--- config.mk ---
export PLATFORM = sky130hd
export DESIGN_NAME = spi_slave_fifo_ctrl
export DESIGN_NICKNAME = d
export VERILOG_FILES = /design/src/rtl/spi_slave_fifo_ctrl_pkg.sv /design/src/rtl/spi_slave_fifo_ctrl_fifo.sv /design/src/rtl/spi_slave_fifo_ctrl.sv
export SDC_FILE = /design/constraint.sdc
export NUM_CORES = 1
export LEC_CHECK = 0
export BUFFER_PORTS_ARGS = -buffer_cell sky130_fd_sc_hd__buf_2
export CAP_MARGIN = 20
export CORE_UTILIZATION = 65
export CTS_BUF_LIST = sky130_fd_sc_hd__clkbuf_2
export CTS_CLUSTER_DIAMETER = 120
export CTS_CLUSTER_SIZE = 30
export DETAILED_ROUTE_END_ITERATION = 6
export PLACE_DENSITY_LB_ADDON = 0.3
export SYNTH_ARGS = -nofsm -noshare
export SYNTH_HDL_FRONTEND = slang
export SYNTH_SLANG_ARGS = --single-unit
--- constraint.sdc ---
create_clock -name S_SYSCLK -period 4.3 [get_ports S_SYSCLK]
set_input_delay 0.645 -clock S_SYSCLK [delete_from_list [all_inputs] [get_ports S_SYSCLK]]
set_output_delay 0.645 -clock S_SYSCLK [all_outputs]
set_load 0.02 [all_outputs]
--- src/rtl/spi_slave_fifo_ctrl_pkg.sv ---
// Shared defaults and FSM state encoding for the SPI target controller.
package spi_slave_fifo_ctrl_pkg;

  localparam int   DEF_CHAR_NBITS = 8;
  localparam int   DEF_FIFO_DEPTH = 8;
  localparam logic DEF_FILL_BIT   = 1'b1;

  typedef enum logic [1:0] {
    ST_IDLE  = 2'd0,
    ST_LOAD  = 2'd1,
    ST_SHIFT = 2'd2
  } spi_state_t;

endpackage

--- src/rtl/spi_slave_fifo_ctrl_fifo.sv ---
// Synchronous FIFO with occupancy count, full/empty flags and a flush input.
// Push while full is dropped; simultaneous push and pop both take effect.
module spi_sync_fifo #(
  parameter int WIDTH = 8,
  parameter int DEPTH = 8
) (
  input  logic                   clk,
  input  logic                   rst_n,
  input  logic                   flush,
  input  logic                   push,
  input  logic [WIDTH-1:0]       push_data,
  input  logic                   pop,
  output logic [WIDTH-1:0]       pop_data,
  output logic [$clog2(DEPTH):0] count,
  output logic                   full,
  output logic                   empty
);

  localparam int             AW       = $clog2(DEPTH);
  localparam logic [AW:0]    FULL_CNT = (AW + 1)'(DEPTH);

  logic [WIDTH-1:0] mem [DEPTH];
  logic [AW-1:0]    wr_ptr;
  logic [AW-1:0]    rd_ptr;
  logic             do_push;
  logic             do_pop;

  assign full     = (count == FULL_CNT);
  assign empty    = (count == '0);
  assign do_push  = push & ~full;
  assign do_pop   = pop & ~empty;
  // Head reads as zero when empty so the output is defined straight out of reset.
  assign pop_data = empty ? '0 : mem[rd_ptr];

  always_ff @(posedge clk) begin
    if (do_push) begin
      mem[wr_ptr] <= push_data;
    end
  end

  always_ff @(posedge clk or negedge rst_n) begin
    if (!rst_n) begin
      wr_ptr <= '0;
      rd_ptr <= '0;
      count  <= '0;
    end else if (flush) begin
      wr_ptr <= '0;
      rd_ptr <= '0;
      count  <= '0;
    end else begin
      if (do_push) wr_ptr <= wr_ptr + 1'b1;
      if (do_pop)  rd_ptr <= rd_ptr + 1'b1;
      case ({do_push, do_pop})
        2'b10:   count <= count + 1'b1;
        2'b01:   count <= count - 1'b1;
        default: count <= count;
      endcase
    end
  end

endmodule

--- src/rtl/spi_slave_fifo_ctrl.sv ---
// SPI target controller: oversampled SCK/MOSI/CS, all CPOL/CPHA modes, variable character
// length, TX/RX FIFOs and sticky error flags. FSM state is visible on S_DBG_STATE.
module spi_slave_fifo_ctrl
  import spi_slave_fifo_ctrl_pkg::*;
#(
  parameter int                    CHAR_NBITS    = DEF_CHAR_NBITS,
  parameter int                    FIFO_DEPTH    = DEF_FIFO_DEPTH,
  parameter logic [CHAR_NBITS-1:0] UNDERRUN_FILL = {CHAR_NBITS{DEF_FILL_BIT}}
) (
  input  logic                              S_SYSCLK,
  input  logic                              S_RESETN,
  input  logic                              S_ENABLE,
  input  logic                              S_CPOL,
  input  logic                              S_CPHA,
  input  logic                              S_CSPOL,
  input  logic                              S_REV,
  input  logic [$clog2(CHAR_NBITS)-1:0]     S_CHAR_LEN,
  input  logic                              S_SPI_CS,
  input  logic                              S_SPI_SCK,
  input  logic                              S_SPI_MOSI,
  output logic                              S_SPI_MISO,
  output logic                              S_SPI_MISO_OE,
  input  logic [CHAR_NBITS-1:0]             S_TX_DATA,
  input  logic                              S_TX_VALID,
  output logic                              S_TX_READY,
  output logic [CHAR_NBITS-1:0]             S_RX_DATA,
  output logic                              S_RX_VALID,
  input  logic                              S_RX_READY,
  output logic [$clog2(FIFO_DEPTH):0]       S_TX_CNT,
  output logic [$clog2(FIFO_DEPTH):0]       S_RX_CNT,
  input  logic                              S_ERR_CLR,
  output logic                              S_RX_OVF,
  output logic                              S_TX_UNF,
  output logic                              S_FRAME_DONE,
  output logic [1:0]                        S_DBG_STATE
);

  localparam int LW = $clog2(CHAR_NBITS);

  // Handshakes: a character moves on a rising S_SYSCLK where valid and ready are both 1;
  // valid never waits for ready, and ready (TX not full) never depends on valid.

  logic [2:0]            sck_sync;
  logic [2:0]            cs_sync;
  logic [1:0]            mosi_sync;
  logic                  sck_rise, sck_fall, lead_edge, trail_edge;
  logic                  sample_edge, shift_edge;
  logic                  cs_act, cs_act_d, cs_start, mosi_bit;
  spi_state_t            state_q, state_d;
  logic                  load_go, tx_pop, rx_push, frame_done_d;
  logic [CHAR_NBITS-1:0] tx_head, rx_head, tx_word, tx_sr, tx_shifted, rx_sr, rx_next;
  logic [LW-1:0]         bit_cnt, len_q, rx_pos;
  logic                  rev_q, shift_pending, miso_q, miso_oe_q;
  logic                  frame_done_q, rx_ovf_q, tx_unf_q;
  logic                  tx_full, tx_empty, rx_full, rx_empty;

  // MOSI needs no edge detect, so its 2-flop output lines up with the SCK edge decode.
  always_ff @(posedge S_SYSCLK or negedge S_RESETN) begin
    if (!S_RESETN) begin
      sck_sync  <= '0;
      cs_sync   <= '0;
      mosi_sync <= '0;
    end else begin
      sck_sync  <= {sck_sync[1:0], S_SPI_SCK};
      cs_sync   <= {cs_sync[1:0], S_SPI_CS};
      mosi_sync <= {mosi_sync[0], S_SPI_MOSI};
    end
  end

  assign sck_rise    = sck_sync[1] & ~sck_sync[2];
  assign sck_fall    = ~sck_sync[1] & sck_sync[2];
  assign lead_edge   = S_CPOL ? sck_fall : sck_rise;
  assign trail_edge  = S_CPOL ? sck_rise : sck_fall;
  assign sample_edge = S_CPHA ? trail_edge : lead_edge;
  assign shift_edge  = S_CPHA ? lead_edge : trail_edge;
  assign cs_act      = S_CSPOL ? ~cs_sync[1] : cs_sync[1];
  assign cs_act_d    = S_CSPOL ? ~cs_sync[2] : cs_sync[2];
  // Start on an assertion edge so the reset value of the synchronizer cannot open a frame.
  assign cs_start    = cs_act & ~cs_act_d;
  assign mosi_bit    = mosi_sync[1];

  always_ff @(posedge S_SYSCLK or negedge S_RESETN) begin
    if (!S_RESETN) state_q <= ST_IDLE;
    else           state_q <= state_d;
  end

  always_comb begin
    state_d      = state_q;
    rx_push      = 1'b0;
    frame_done_d = 1'b0;
    if (!S_ENABLE) begin
      state_d = ST_IDLE;
    end else begin
      case (state_q)
        ST_IDLE: begin
          if (cs_start) state_d = ST_LOAD;
        end
        ST_LOAD, ST_SHIFT: begin
          if (!cs_act) begin
            state_d      = ST_IDLE;
            frame_done_d = 1'b1;
          end else if (state_q == ST_LOAD) begin
            state_d = ST_SHIFT;
          end else if (sample_edge && (bit_cnt == len_q)) begin
            rx_push = 1'b1;
            state_d = ST_LOAD;
          end
        end
        default: state_d = ST_IDLE;
      endcase
    end
  end

  assign load_go    = (state_q == ST_LOAD) && (state_d == ST_SHIFT);
  assign tx_pop     = load_go & ~tx_empty;
  assign tx_word    = tx_empty ? UNDERRUN_FILL : tx_head;
  assign tx_shifted = rev_q ? (tx_sr << 1) : (tx_sr >> 1);
  assign rx_pos     = rev_q ? (len_q - bit_cnt) : bit_cnt;

  always_comb begin
    rx_next         = rx_sr;
    rx_next[rx_pos] = mosi_bit;
  end

  // A shift edge only advances MISO after a sample in the same character; this skips the
  // CPHA=1 first leading edge and the CPHA=0 trailing edge that follows a reload.
  always_ff @(posedge S_SYSCLK or negedge S_RESETN) begin
    if (!S_RESETN) begin
      tx_sr         <= '0;
      rx_sr         <= '0;
      bit_cnt       <= '0;
      len_q         <= '0;
      rev_q         <= 1'b0;
      shift_pending <= 1'b0;
      miso_q        <= 1'b0;
      miso_oe_q     <= 1'b0;
    end else if (state_d == ST_IDLE) begin
      miso_q        <= 1'b0;
      miso_oe_q     <= 1'b0;
      shift_pending <= 1'b0;
    end else if (load_go) begin
      tx_sr         <= tx_word;
      rx_sr         <= '0;
      bit_cnt       <= '0;
      len_q         <= S_CHAR_LEN;
      rev_q         <= S_REV;
      shift_pending <= 1'b0;
      miso_q        <= S_REV ? tx_word[S_CHAR_LEN] : tx_word[0];
      miso_oe_q     <= 1'b1;
    end else if (state_q == ST_SHIFT) begin
      if (sample_edge) begin
        rx_sr         <= rx_next;
        bit_cnt       <= bit_cnt + 1'b1;
        shift_pending <= 1'b1;
      end else if (shift_edge && shift_pending) begin
        tx_sr         <= tx_shifted;
        shift_pending <= 1'b0;
        miso_q        <= rev_q ? tx_shifted[len_q] : tx_shifted[0];
      end
    end
  end

  // Sticky flags: a new error in the same cycle as a clear keeps the flag set.
  always_ff @(posedge S_SYSCLK or negedge S_RESETN) begin
    if (!S_RESETN) begin
      tx_unf_q     <= 1'b0;
      rx_ovf_q     <= 1'b0;
      frame_done_q <= 1'b0;
    end else begin
      frame_done_q <= frame_done_d;
      if (load_go && tx_empty) tx_unf_q <= 1'b1;
      else if (S_ERR_CLR)      tx_unf_q <= 1'b0;
      if (rx_push && rx_full)  rx_ovf_q <= 1'b1;
      else if (S_ERR_CLR)      rx_ovf_q <= 1'b0;
    end
  end

  spi_sync_fifo #(.WIDTH(CHAR_NBITS), .DEPTH(FIFO_DEPTH)) u_tx_fifo (
    .clk       (S_SYSCLK),
    .rst_n     (S_RESETN),
    .flush     (~S_ENABLE),
    .push      (S_TX_VALID),
    .push_data (S_TX_DATA),
    .pop       (tx_pop),
    .pop_data  (tx_head),
    .count     (S_TX_CNT),
    .full      (tx_full),
    .empty     (tx_empty)
  );

  spi_sync_fifo #(.WIDTH(CHAR_NBITS), .DEPTH(FIFO_DEPTH)) u_rx_fifo (
    .clk       (S_SYSCLK),
    .rst_n     (S_RESETN),
    .flush     (~S_ENABLE),
    .push      (rx_push),
    .push_data (rx_next),
    .pop       (S_RX_READY),
    .pop_data  (rx_head),
    .count     (S_RX_CNT),
    .full      (rx_full),
    .empty     (rx_empty)
  );

  assign S_SPI_MISO    = miso_q;
  assign S_SPI_MISO_OE = miso_oe_q;
  assign S_TX_READY    = ~tx_full;
  assign S_RX_DATA     = rx_head;
  assign S_RX_VALID    = ~rx_empty;
  assign S_RX_OVF      = rx_ovf_q;
  assign S_TX_UNF      = tx_unf_q;
  assign S_FRAME_DONE  = frame_done_q;
  assign S_DBG_STATE   = state_q;

endmodule

Yosys cells after proc, flatten, opt, wreduce, memory -nomap -nowiden --
Memory sizes are Yosys's and may differ from the RTL's. Index checks and enable logic that the tools add are counted.
Word-level totals: register bits after elaboration 59, bits in writable memories 128, bits of input ports 24, output and inout bits 25, logic and storage cells 172, memories kept 2
Memories:
- u_rx_fifo.mem | words 8, bits a word 8, read ports 1, clocked after Yosys merged registers in 0, write ports 1, RTL line spi_slave_fifo_ctrl_fifo.sv:22 | logic [WIDTH-1:0] mem [DEPTH];
- u_tx_fifo.mem | words 8, bits a word 8, read ports 1, clocked after Yosys merged registers in 0, write ports 1, RTL line spi_slave_fifo_ctrl_fifo.sv:22
Cells by class: $add $sub $neg 10, order comparisons 4, equality and inequality tests 18, multiplexer cells 74, bitwise gates (word level) 18, reductions and logical operators 25
Operators with widths (number):
- 2-to-1 mux 8 bit | 10
- 2-to-1 mux 1 bit | 38
- 2-to-1 mux 3 bit | 12
- case mux 4 bit (2 select lines) | 2
- adder 3 x 1 -> 3 bit, second input constant | 5
- < comparator 3 x 4 -> 1 bit, second input constant | 3
- nonzero test 2 bit | 6
- 2-to-1 mux 2 bit | 5
- inequality test 2 x 1 -> 1 bit, second input constant | 5
- NOT 1 bit | 10
- inequality test 3 x 1 -> 1 bit, second input constant | 3
- adder 4 x 1 -> 4 bit, second input constant | 2
- AND 1 bit | 8
- bitwise mux 8 bit | 1
- equality test 2 bit, second input constant | 4
- equality test 4 bit, second input constant | 2
- logical NOT 4 bit | 2
- 2-to-1 mux 4 bit | 2
- subtractor 4 x 1 -> 4 bit, second input constant | 2
- binary-select mux 1 bit (select 3 bit) | 2
- equality test 2 x 1 -> 1 bit, second input constant | 3
- logical AND 1 bit | 6
- AND reduction 3 bit | 2
- nonzero test 3 bit | 2
- other kinds (10) | 12

Logic depth before layout (Yosys ltp) --
Gate-level depths: netlist of run 1.
word-level depth 17, mapped depth 14, depth with buffers taken out 14

Modules after synthesis --
Synthesis of run 1 repeated with hierarchy kept, for this count alone.
Unflattened totals: cells, all modules 586, area total of the unflattened synthesis 8654.6 um^2
Modules (own cells, without submodules):
- spi_sync_fifo at u_rx_fifo | instances 1, cells an instance 182, area an instance 3151.8 um^2, sequential area each 2172.1 um^2
- spi_sync_fifo at u_tx_fifo | instances 1, cells an instance 175, area an instance 3070.4 um^2, sequential area each 2172.1 um^2
- spi_slave_fifo_ctrl | instances 1, cells an instance 229, area an instance 2432.3 um^2, sequential area each 975.9 um^2

Worst setup path after synthesis of run 1 --
No wires, ideal clock.
path type input-to-reg, start point input port S_CPOL, end point register u_tx_fifo.count[2], setup time 137 ps, arrival 3161 ps, data required time 4163 ps, slack 1002 ps, cell stages on the path 13, path buffers 0, path through xor2_1 mux2_4 or3_4 a32oi_4 inv_4 nand3_1 inv_1 ha_1 nand2b_1 nand2b_1 o211ai_1 o32ai_1 a21oi_1
Between the ends: cells in the longest elaborated chain, start to end 15, elaborated cells between the ends (all ways) 18, classes of those cells eq/ne: 4; mux: 10; bitwise: 2; reduce/logical: 2
RTL lines:
- from (decl) | RTL line spi_slave_fifo_ctrl.sv:13 | input logic S_CPOL,
- 2-to-1 mux 1 bit (on tied branches) | RTL line spi_slave_fifo_ctrl.sv:72, spi_slave_fifo_ctrl.sv:73
- 2-to-1 mux 1 bit * | RTL line spi_slave_fifo_ctrl.sv:74 | assign sample_edge = S_CPHA ? trail_edge : lead_edge;
- logical AND 1 bit * | RTL line spi_slave_fifo_ctrl.sv:104 | end else if (sample_edge && (bit_cnt == len_q)) begin
- 2-to-1 mux 2 bit * | RTL line spi_slave_fifo_ctrl.sv:104
- 2-to-1 mux 2 bit * | RTL line spi_slave_fifo_ctrl.sv:102 | end else if (state_q == ST_LOAD) begin
- 2-to-1 mux 2 bit * | RTL line spi_slave_fifo_ctrl.sv:99 | if (!cs_act) begin
- case mux 2 bit (2 select lines) * | RTL line spi_slave_fifo_ctrl.sv:94 | case (state_q)
- 2-to-1 mux 2 bit * | RTL line spi_slave_fifo_ctrl.sv:91 | if (!S_ENABLE) begin
- equality test 2 bit * | RTL line spi_slave_fifo_ctrl.sv:114 | assign load_go = (state_q == ST_LOAD) && (state_d == ST_SHIFT);
- logical AND 1 bit * | RTL line spi_slave_fifo_ctrl.sv:114
- AND 1 bit * | RTL line spi_slave_fifo_ctrl.sv:115 | assign tx_pop = load_go & ~tx_empty;
- AND 1 bit * | RTL line spi_slave_fifo_ctrl_fifo.sv:31 | assign do_pop = pop & ~empty;
- equality test 2 x 1 -> 1 bit or equality test 2 bit (tied branches) | RTL line spi_slave_fifo_ctrl_fifo.sv:53 | case ({do_push, do_pop})
- case mux 4 bit (2 select lines) | RTL line spi_slave_fifo_ctrl_fifo.sv:53
- 2-to-1 mux 4 bit | RTL line spi_slave_fifo_ctrl_fifo.sv:46 | end else if (flush) begin
- to (signal assigned) | RTL line spi_slave_fifo_ctrl_fifo.sv:54 | 2'b10: count <= count + 1'b1;
- to (signal assigned) | RTL line spi_slave_fifo_ctrl_fifo.sv:55 | 2'b01: count <= count - 1'b1;
- to (signal assigned) | RTL line spi_slave_fifo_ctrl_fifo.sv:56 | default: count <= count;
- to (decl) | RTL line spi_slave_fifo_ctrl_fifo.sv:14 | output logic [$clog2(DEPTH):0] count,
Mark *: on every way between the ends. The rest lies on a longest branch, timed or not. A chain may end at the register's enable or synchronous reset.

Worst setup path in the final report of run 1 --
start point register state_q[0], in the netlist S_DBG_STATE[0], end point register u_tx_fifo.count[2]
Between the ends: cells in the longest elaborated chain, start to end 12, elaborated cells between the ends (all ways) 19, classes of those cells eq/ne: 6; mux: 8; bitwise: 2; reduce/logical: 3
RTL lines:
- from (decl) | RTL line spi_slave_fifo_ctrl.sv:49 | spi_state_t state_q, state_d;
- from (signal assigned) | RTL line spi_slave_fifo_ctrl.sv:84 | else state_q <= state_d;
- equality test 2 x 1 -> 1 bit or 2-to-1 mux 2 bit (tied branches)
- 2-to-1 mux 2 bit | RTL line spi_slave_fifo_ctrl.sv:102
- 2-to-1 mux 2 bit | RTL line spi_slave_fifo_ctrl.sv:99
- case mux 2 bit (2 select lines) | RTL line spi_slave_fifo_ctrl.sv:94
- 2-to-1 mux 2 bit | RTL line spi_slave_fifo_ctrl.sv:91
- equality test 2 bit | RTL line spi_slave_fifo_ctrl.sv:114
- logical AND 1 bit * | RTL line spi_slave_fifo_ctrl.sv:114
- AND 1 bit * | RTL line spi_slave_fifo_ctrl.sv:115
- AND 1 bit * | RTL line spi_slave_fifo_ctrl_fifo.sv:31
- equality test 2 x 1 -> 1 bit or equality test 2 bit (tied branches) | RTL line spi_slave_fifo_ctrl_fifo.sv:53
- case mux 4 bit (2 select lines) | RTL line spi_slave_fifo_ctrl_fifo.sv:53
- 2-to-1 mux 4 bit | RTL line spi_slave_fifo_ctrl_fifo.sv:46
Marked as above.

==> reports/qor.csv, run 1 <==
stage,metric,value,unit
synth,cell taking the most area after synthesis,edfxtp_1,
critical_path,flop2flop setup slack,0.74,ns
critical_path,Worst Path Arrival,4.22,ns
sta,final setup margin,0.736,ns
sta,Final Skew,0.0307,ns
synth,synth top area cells,"edfxtp_1 45%, dfrtp_1 17%, mux4_2 8.9%",
routing,Residual DRC,0,
routing,Avg WL per Cell,19.5,um
clock_network,# Post-CTS Setup Buffers,0,
min_path,worst min path class,in2reg,
synth,post-synthesis register bit count,187,
sta,fmax,0.281,GHz
synth,Synth Warn #,0,
routing,drt pass-1 iters,4,
grt,first-pass GRT wire length,26300,um
synth,"count leader, synth",edfxtp_1,
grt,initial antenna violation count,1,
power_and_ir_drop,pwr dens,374,mW/mm2
die,Initial Util,0.672,
placed_design,Port Buffer Count,48,
power_and_ir_drop,Final Power,0.00349,W
grt,Total GRT Usage,0.265,
die,die area,0.0137,mm2
critical_path,Crit Path Category,reg2reg,
layout,Area Growth Syn to Fin,8.81,%
routing,Detailed Route Iter0 Violations,421,
grt,largest net degree at the start of global routing,31,
power_and_ir_drop,VDD IR max,0.000385,V
sta,Final period util,0.829,
grt,vias in the first global route,5107,
routing,ANT nets after route,0,
synth,Commonest cells post-synth,"128 x edfxtp_1, 63 x nor2_1, 59 x dfrtp_1",
placed_design,Place WS,0.486,ns
clock_network,CTS HTree Levels,4,
die,core box area,0.0128,mm2
critical_path,critical-path maximum fanout,8,
die,Site Rows,41,
sta,Period minus WS final,3.56,ns
flow_run,MaxCap Viol Count,0,
sta,slew of the pin with the lowest slew margin,0.992,ns
clock_network,Bufs on Longest Clock Path,2,
sta,Hold WS,0.143,ns
synth,Yosys top cell area share,0.447,
die,Die Y,117,um
synth,Synth Flop Type,edfxtp_1,
sta,RSZ-0062 raised after global routing,no,
sta,Slew Limit Fails,0,
routing,vias per inst,6.07,
critical_path,CP startpoint kind,flop,
placed_design,DP Area,0.00903,mm2
placed_design,RePlAce Congestion,0.840,
sta,final hold vios,0,
synth,ys async rst share,0.316,
outcome,status,"complete, no violations",
routing,Vias,5074,
synth,syn nets,629,
sta,slew margin rel.,0.336,
clock_network,register clock-pin slew on the reported worst setup and hold paths,0.27,ns
clock_network,CTS tree,yes,
routing,drt total wl,16300,um
die,IO Pins,49,
clock_network,CTS root buf,clkbuf_2,
synth,syn_area_per_cell,14.6,um2
clock_network,CTS Buf Count,17,
synth,"Seq/Total Area, Yosys",0.619,
power_and_ir_drop,Leakage Power,3.63,nW
clock_network,worst skew pair latency,0.76,ns
synth,Mapped Area,0.00859,mm2
synth,Synth cell types,66,
sta,Final setup viols,0,
layout,final instance area,0.00935,mm2
placed_design,hpwl dp,11600,um
clock_network,CTS Sinks,187,
layout,layout cells sized above 1,0.234,
synth,synthesized instance count,588,
grt,grt total ovfl,0,
synth,Post-synth EDFFs,128,
layout,"Net count, final",691,
critical_path,Worst EP required,4.95,ns
critical_path,CP Capture Type,flop,
die,Die X,117,um
sta,Post-Route Setup TNS,0,ns
==> registers in the layout (all words and copies together) (netlist names), 4 cells and up <==
register / flops
rx_sr: 8
tx_sr: 8
u_rx_fifo.count: 4
u_rx_fifo.mem: 64
u_tx_fifo.count: 4
u_tx_fifo.mem: 64
==> final timing paths <==
kind,startpoint,end,cells after the start
worst max-delay path,S_DBG_STATE[0]$_DFF_PN0_,u_tx_fifo.count[2]$_DFFE_PN0P_,13
worst min register to register,cs_sync[0]$_DFF_PN0_,cs_sync[1]$_DFF_PN0_,0
worst max register to register,S_DBG_STATE[0]$_DFF_PN0_,u_tx_fifo.count[2]$_DFFE_PN0P_,13
max in group asynchronous,S_RESETN,rev_q$_DFFE_PN0P_,3
min in group asynchronous,S_RESETN,sck_sync[0]$_DFF_PN0_,2
worst min-delay path,S_TX_DATA[6],u_tx_fifo.mem[0][6]$_DFFE_PP_,1
==> kinds of logic after synthesis <==
| group | after synthesis | share of synthesized area |
|---|---|---|
| xor gates and xnor gates | 20 | 0.0204 |
| buffers and inverters | 42 | 0.0226 |
| and+or+nand+nor | 166 | 0.0947 |
| DFF | 187 | 0.619 |
| AOI/OAI and AO/OA | 64 | 0.0532 |
| muxes | 92 | 0.163 |
| adders and majority gates | 17 | 0.0265 |
==> placed cells by master (no fill, tap or decap), types with 3 or more instances in the layout <==
cell           instances
nand2_1               30
nor3_1                12
dfrtp_1               59
and3_1                 3
edfxtp_1             128
ha_1                  15
nor2b_1                5
o21ai_0               18
xor2_1                 7
mux2_2                12
nand3_1               12
clkinv_1               3
mux4_2                34
nor2_1                63
dlygate4sd3_1          4
nand3b_1               3
nor4_1                 4
and2_1                 4
xnor2_1               13
inv_1                 16
o211ai_1               3
inv_8                  4
mux2_4                 8
a21oi_1               10
buf_4                 14
mux2i_1               37
buf_2                 48
nand2b_1              15
clkbuf_2              18
inv_6                  3
a31oi_1                7
==> power breakdown <==
group	internal (W)	total [W]	switching, W
clock network	0.000288	0.000895	0.000607
registers	0.00197	0.00204	0.0000732
logic	0.000222	0.000554	0.000331
==> metrics by stage <==
step            util  cells
6_report       0.732    836
3_3_place_gp   0.707    798
5_1_grt        0.732    836
3_5_place_dp   0.707    798
4_1_cts        0.729    834
2_1_floorplan      -    588
==> cell type report <==
cell class                 instances  area (um2)
antenna                            1        2.50
clock buffer                      18        90.1
clock inverter                    14         160
fill                             792        3430
inverter                          18        70.1
multi-input combinational        359        3080
sequential                       187        5320
tap                              172         215
timing repair buffer              67         413
==> critical path, stage by stage, from the launching register on <==
cell      delay (ns)
dfrtp_1         0.55
inv_1           0.14
ha_1            0.35
nand2b_1        0.17
o41ai_2         0.61
nor3_1          0.20
nand3_1         0.24
inv_1           0.13
ha_1            0.35
nand2b_1        0.15
nand2b_1        0.15
o211ai_1        0.09
o32ai_1         0.24
a21oi_1         0.11
==> what timing repair did <==
action	CTS	global route
endpoints found under the hold margin	32	0
hold buffers	4	0
gates resized for setup	0	0
==> layer usage <==
metal	up-vias	GRT usage	part of all wire
li1	2354	-	-
met1	2538	0.304	0.39
met2	139	0.481	0.55
met3	43	0.0536	0.038
met4	0	0.122	0.024
met5	-	0	0
(Power assumes the default switching activity.)
==> run 2, diff against run 1 <==
- ABC_AREA: default -> 1
- CORE_UTILIZATION: 65 -> 63
- clock period: 4.3 -> 3.7 ns (I/O delays scaled with it)
==> reports/qor.csv, run 2 <==
stage,metric,value,unit,change
routing,Residual DRC,0,,unchanged
power_and_ir_drop,clock network power share,0.212,,was 0.256
die,Initial Util,0.645,,was 0.672
power_and_ir_drop,sw frac,0.350,,was 0.290
critical_path,CP Capture Type,output pin,,was flop
grt,GRT met3 Usage,0.0666,,was 0.0536
min_path,Hold Path Cell Cnt,4,,was 1
synth,Yosys top cell area share,0.452,,was 0.447
synth,Synth cell types,44,,was 66
sta,Post-Route Setup TNS,0,ns,unchanged
die,IO Pins,49,,unchanged
placed_design,RePlAce Congestion,0.861,,was 0.840
layout,final instance area,0.00929,mm2,was 0.00935 mm2
synth,Mapped Area,0.00851,mm2,was 0.00859 mm2
critical_path,CP startpoint kind,flop,,unchanged
clock_network,CTS Buf Count,17,,unchanged
placed_design,DP Area,0.00890,mm2,was 0.00903 mm2
critical_path,delay of the slowest critical-path stage,0.70,ns,was 0.61 ns
grt,initial antenna violation count,1,,unchanged
synth,"Seq/Total Area, Yosys",0.625,,was 0.619
power_and_ir_drop,VDD IR max,0.000287,V,was 0.000385 V
min_path,worst min path class,in2reg,,unchanged
placed_design,hpwl dp,12700,um,was 11600 um
synth,synth top area cells,"edfxtp_1 45%, dfrtp_1 17%, o21ai_0 5.5%",,"was edfxtp_1 45%, dfrtp_1 17%, mux4_2 8.9%"
sta,final hold vios,0,,unchanged
synth,"count leader, synth",edfxtp_1,,unchanged
grt,gr busiest metal,met2,,unchanged
routing,Vias,6382,,was 5074
critical_path,Crit Path Category,reg2out,,was reg2reg
power_and_ir_drop,Leakage Power,3.86,nW,was 3.63 nW
die,Die X,118,um,was 117 um
power_and_ir_drop,Switching Power,0.00164,W,was 0.00101 W
power_and_ir_drop,Final Power,0.00468,W,was 0.00349 W
layout,layout cells sized above 1,0.136,,was 0.234
synth,post-synthesis register bit count,187,,unchanged
sta,RSZ-0062 raised after global routing,no,,unchanged
clock_network,CTS tree,yes,,unchanged
sta,Slew Limit Fails,0,,unchanged
die,core box area,0.0132,mm2,was 0.0128 mm2
die,Die Y,118,um,was 117 um
sta,Final Skew,0.0602,ns,was 0.0307 ns
power_and_ir_drop,pwr dens,504,mW/mm2,was 374 mW/mm2
sta,slew margin rel.,0.299,,was 0.336
synth,Commonest cells post-synth,"128 x edfxtp_1, 118 x nand2_1, 93 x o21ai_0",,"was 128 x edfxtp_1, 63 x nor2_1, 59 x dfrtp_1"
synth,Post-synth EDFFs,128,,unchanged
routing,ANT nets after route,0,,unchanged
power_and_ir_drop,combinational cell fraction of total power,0.250,,was 0.158
synth,Synth Flop Type,edfxtp_1,,unchanged
layout,most frequent cells in the layout,"128 x edfxtp_1, 118 x nand2_1, 93 x o21ai_0, 89 x nor2_1, 76 x inv_1",,"was 128 x edfxtp_1, 63 x nor2_1, 59 x dfrtp_1, 48 x buf_2, 37 x mux2i_1"
critical_path,Reg2Reg Depth,12,,was 13
clock_network,CTS HTree Levels,4,,unchanged
routing,Detailed Route Iter0 Violations,580,,was 421
sta,Hold WS,0.0727,ns,was 0.143 ns
grt,Total GRT Usage,0.285,,was 0.265
layout,"Net count, final",926,,was 691
placed_design,placed insts,1027,,was 798
routing,drt total wl,18800,um,was 16300 um
clock_network,CTS root buf,clkbuf_2,,unchanged
critical_path,flop2flop setup slack,0.59,ns,was 0.74 ns
flow_run,MaxCap Viol Count,0,,unchanged
placed_design,Port Buffer Count,48,,unchanged
clock_network,register clock-pin slew on the reported worst setup and hold paths,0.24,ns,was 0.27 ns
grt,M2 GR Usage,0.458,,was 0.481
power_and_ir_drop,sequential power share,0.538,,was 0.585
sta,slew of the pin with the lowest slew margin,1.05,ns,was 0.992 ns
synth,synthesized instance count,825,,was 588
clock_network,worst skew pair latency,0.80,ns,was 0.76 ns
grt,vias in the first global route,6224,,was 5107
clock_network,# Post-CTS Setup Buffers,0,,unchanged
critical_path,Worst Path Arrival,2.83,ns,was 4.22 ns
clock_network,Bufs on Longest Clock Path,2,,unchanged
grt,grt total ovfl,0,,unchanged
layout,fin cells,1075,,was 836
die,Site Rows,42,,was 41
layout,biggest regs,"u_rx_fifo.mem (64), u_tx_fifo.mem (64)",,unchanged
sta,Final period util,0.914,,
synth,syn nets,866,,was 629
critical_path,Crit-path slowest cell,inv_1,,was o41ai_2
layout,Area Growth Syn to Fin,9.18,%,was 8.81%
routing,drt pass-1 iters,6,,was 4
critical_path,Most Frequent Cell on Critical Path,o21ai_0,,was nand2b_1
grt,met1 Usage GRT,0.383,,was 0.304
critical_path,critical-path maximum fanout,34,,was 8
routing,vias per inst,5.94,,was 6.07
synth,cell taking the most area after synthesis,edfxtp_1,,unchanged
outcome,status,"complete, no violations",,unchanged
routing,Avg WL per Cell,17.5,um,was 19.5 um
sta,Period minus WS final,3.38,ns,
power_and_ir_drop,P_int,0.00304,W,was 0.00248 W
synth,ys async rst share,0.316,,unchanged
synth,Synth Warn #,0,,unchanged
sta,Final setup viols,0,,unchanged
grt,first-pass GRT wire length,30500,um,was 26300 um
sta,fmax,0.296,GHz,
clock_network,CTS Sinks,187,,unchanged
critical_path,Worst EP required,3.14,ns,was 4.95 ns
grt,largest net degree at the start of global routing,51,,was 31
synth,syn_area_per_cell,10.3,um2,was 14.6 um2
die,die area,0.0140,mm2,was 0.0137 mm2
critical_path,crit path cell chain,"inv_1, o21ai_0, o22ai_1, o21ai_0, a31oi_1, buf_2",,"was inv_1, ha_1, nand2b_1, o41ai_2, nor3_1, nand3_1, inv_1, ha_1, nand2b_1, nand2b_1, o211ai_1, o32ai_1, a21oi_1"
layout,"most common cell after layout, fill and taps aside",edfxtp_1,,unchanged
==> run 2: cell types whose count changed after synthesis, sizes merged, moves of 7 or more <==
cell / before / now
a21oi: 10 / 37
clkbuf: 12 / 19
inv: 17 / 86
mux2: 21 / 0
mux2i: 37 / 0
mux4: 34 / 0
nand2: 30 / 120
nand2b: 15 / 0
nand3: 12 / 73
nand4: 2 / 16
nor2: 63 / 93
o21ai: 19 / 100
o22ai: 0 / 13
xnor2: 13 / 3
==> run 2: power by group through the flow <==
stage	combinational (W)	clock [W]	sequential, W
floorplan	0.000773	0	0.00255
global placement	0.00109	0	0.00255
detailed placement	0.00114	0	0.00256
CTS	0.00116	0.000999	0.00251
global route	0.00129	0.00108	0.00253
finish	0.00117	0.000992	0.00252
==> run 2: repair_timing <==
action	4_1_cts	5_1_grt
gates resized for setup	0	2
endpoints found under the setup margin	0	2
hold buffers	12	3
endpoints found under the hold margin	79	17
==> run 2: through the flow <==
step / util / worst slack (ns)
4_1_cts: 0.701 / 0.196
3_5_place_dp: 0.675 / 0.772
5_1_grt: 0.704 / 0.00885
3_3_place_gp: 0.675 / 0.921
2_1_floorplan: - / 1.14
6_report: 0.704 / 0.318
==> run 2: worst paths after layout <==
kind / start / to
setup / recovery: u_rx_fifo.rd_ptr[0]$_DFFE_PN0P_ / S_RX_DATA[7]
hold / removal: S_CSPOL / S_FRAME_DONE$_DFF_PN0_
setup reg to reg: u_tx_fifo.rd_ptr[0]$_DFFE_PN0P_ / S_SPI_MISO$_DFFE_PN0P_
hold reg to reg: mosi_sync[0]$_DFF_PN0_ / mosi_sync[1]$_DFF_PN0_
max in group asynchronous: S_RESETN / rx_sr[5]$_DFFE_PN0P_
min in group asynchronous: S_RESETN / u_tx_fifo.wr_ptr[1]$_DFFE_PN0P_
==> run 2: worst max-delay path, delay by kind of cell, from the launching register on <==
| kind | cells | cell delay (ns) |
|---|---|---|
| flip-flops | 1 | 0.43 |
| buffers and inverters | 2 | 0.91 |
| AO/OA/AOI/OAI | 4 | 0.74 |
==> run 2: metal layers <==
layer	vias up	wire length, um	share of wire
met3	39	1490	0.079
met2	309	9160	0.49
met1	3055	7800	0.41
li1	2979	-	-
met5	-	0	0
met4	0	341	0.018
==> run 2: final cells by class <==
| cell class | instances | area (um2) |
|---|---|---|
| sequential | 187 | 5320 |
| clock inverter | 14 | 141 |
| antenna | 1 | 2.50 |
| clock buffer | 18 | 90.1 |
| fill | 977 | 3900 |
| multi-input combinational | 516 | 2700 |
| inverter | 88 | 334 |
| timing repair buffer | 75 | 480 |
| tap | 176 | 220 |
==> run 2: cell families (layout without fill, tap and decap cells) <==
logic type / count (synthesis) / in the layout / synth area share
AOI/OAI and AO/OA: 172 / 172 / 0.112
xor gates and xnor gates: 7 / 7 / 0.00720
adders and majority gates: 17 / 17 / 0.0268
buffers and inverters: 122 / 195 / 0.0575
DFF: 187 / 187 / 0.625
other: 0 / 1 / 0
and+or+nand+nor: 320 / 320 / 0.171
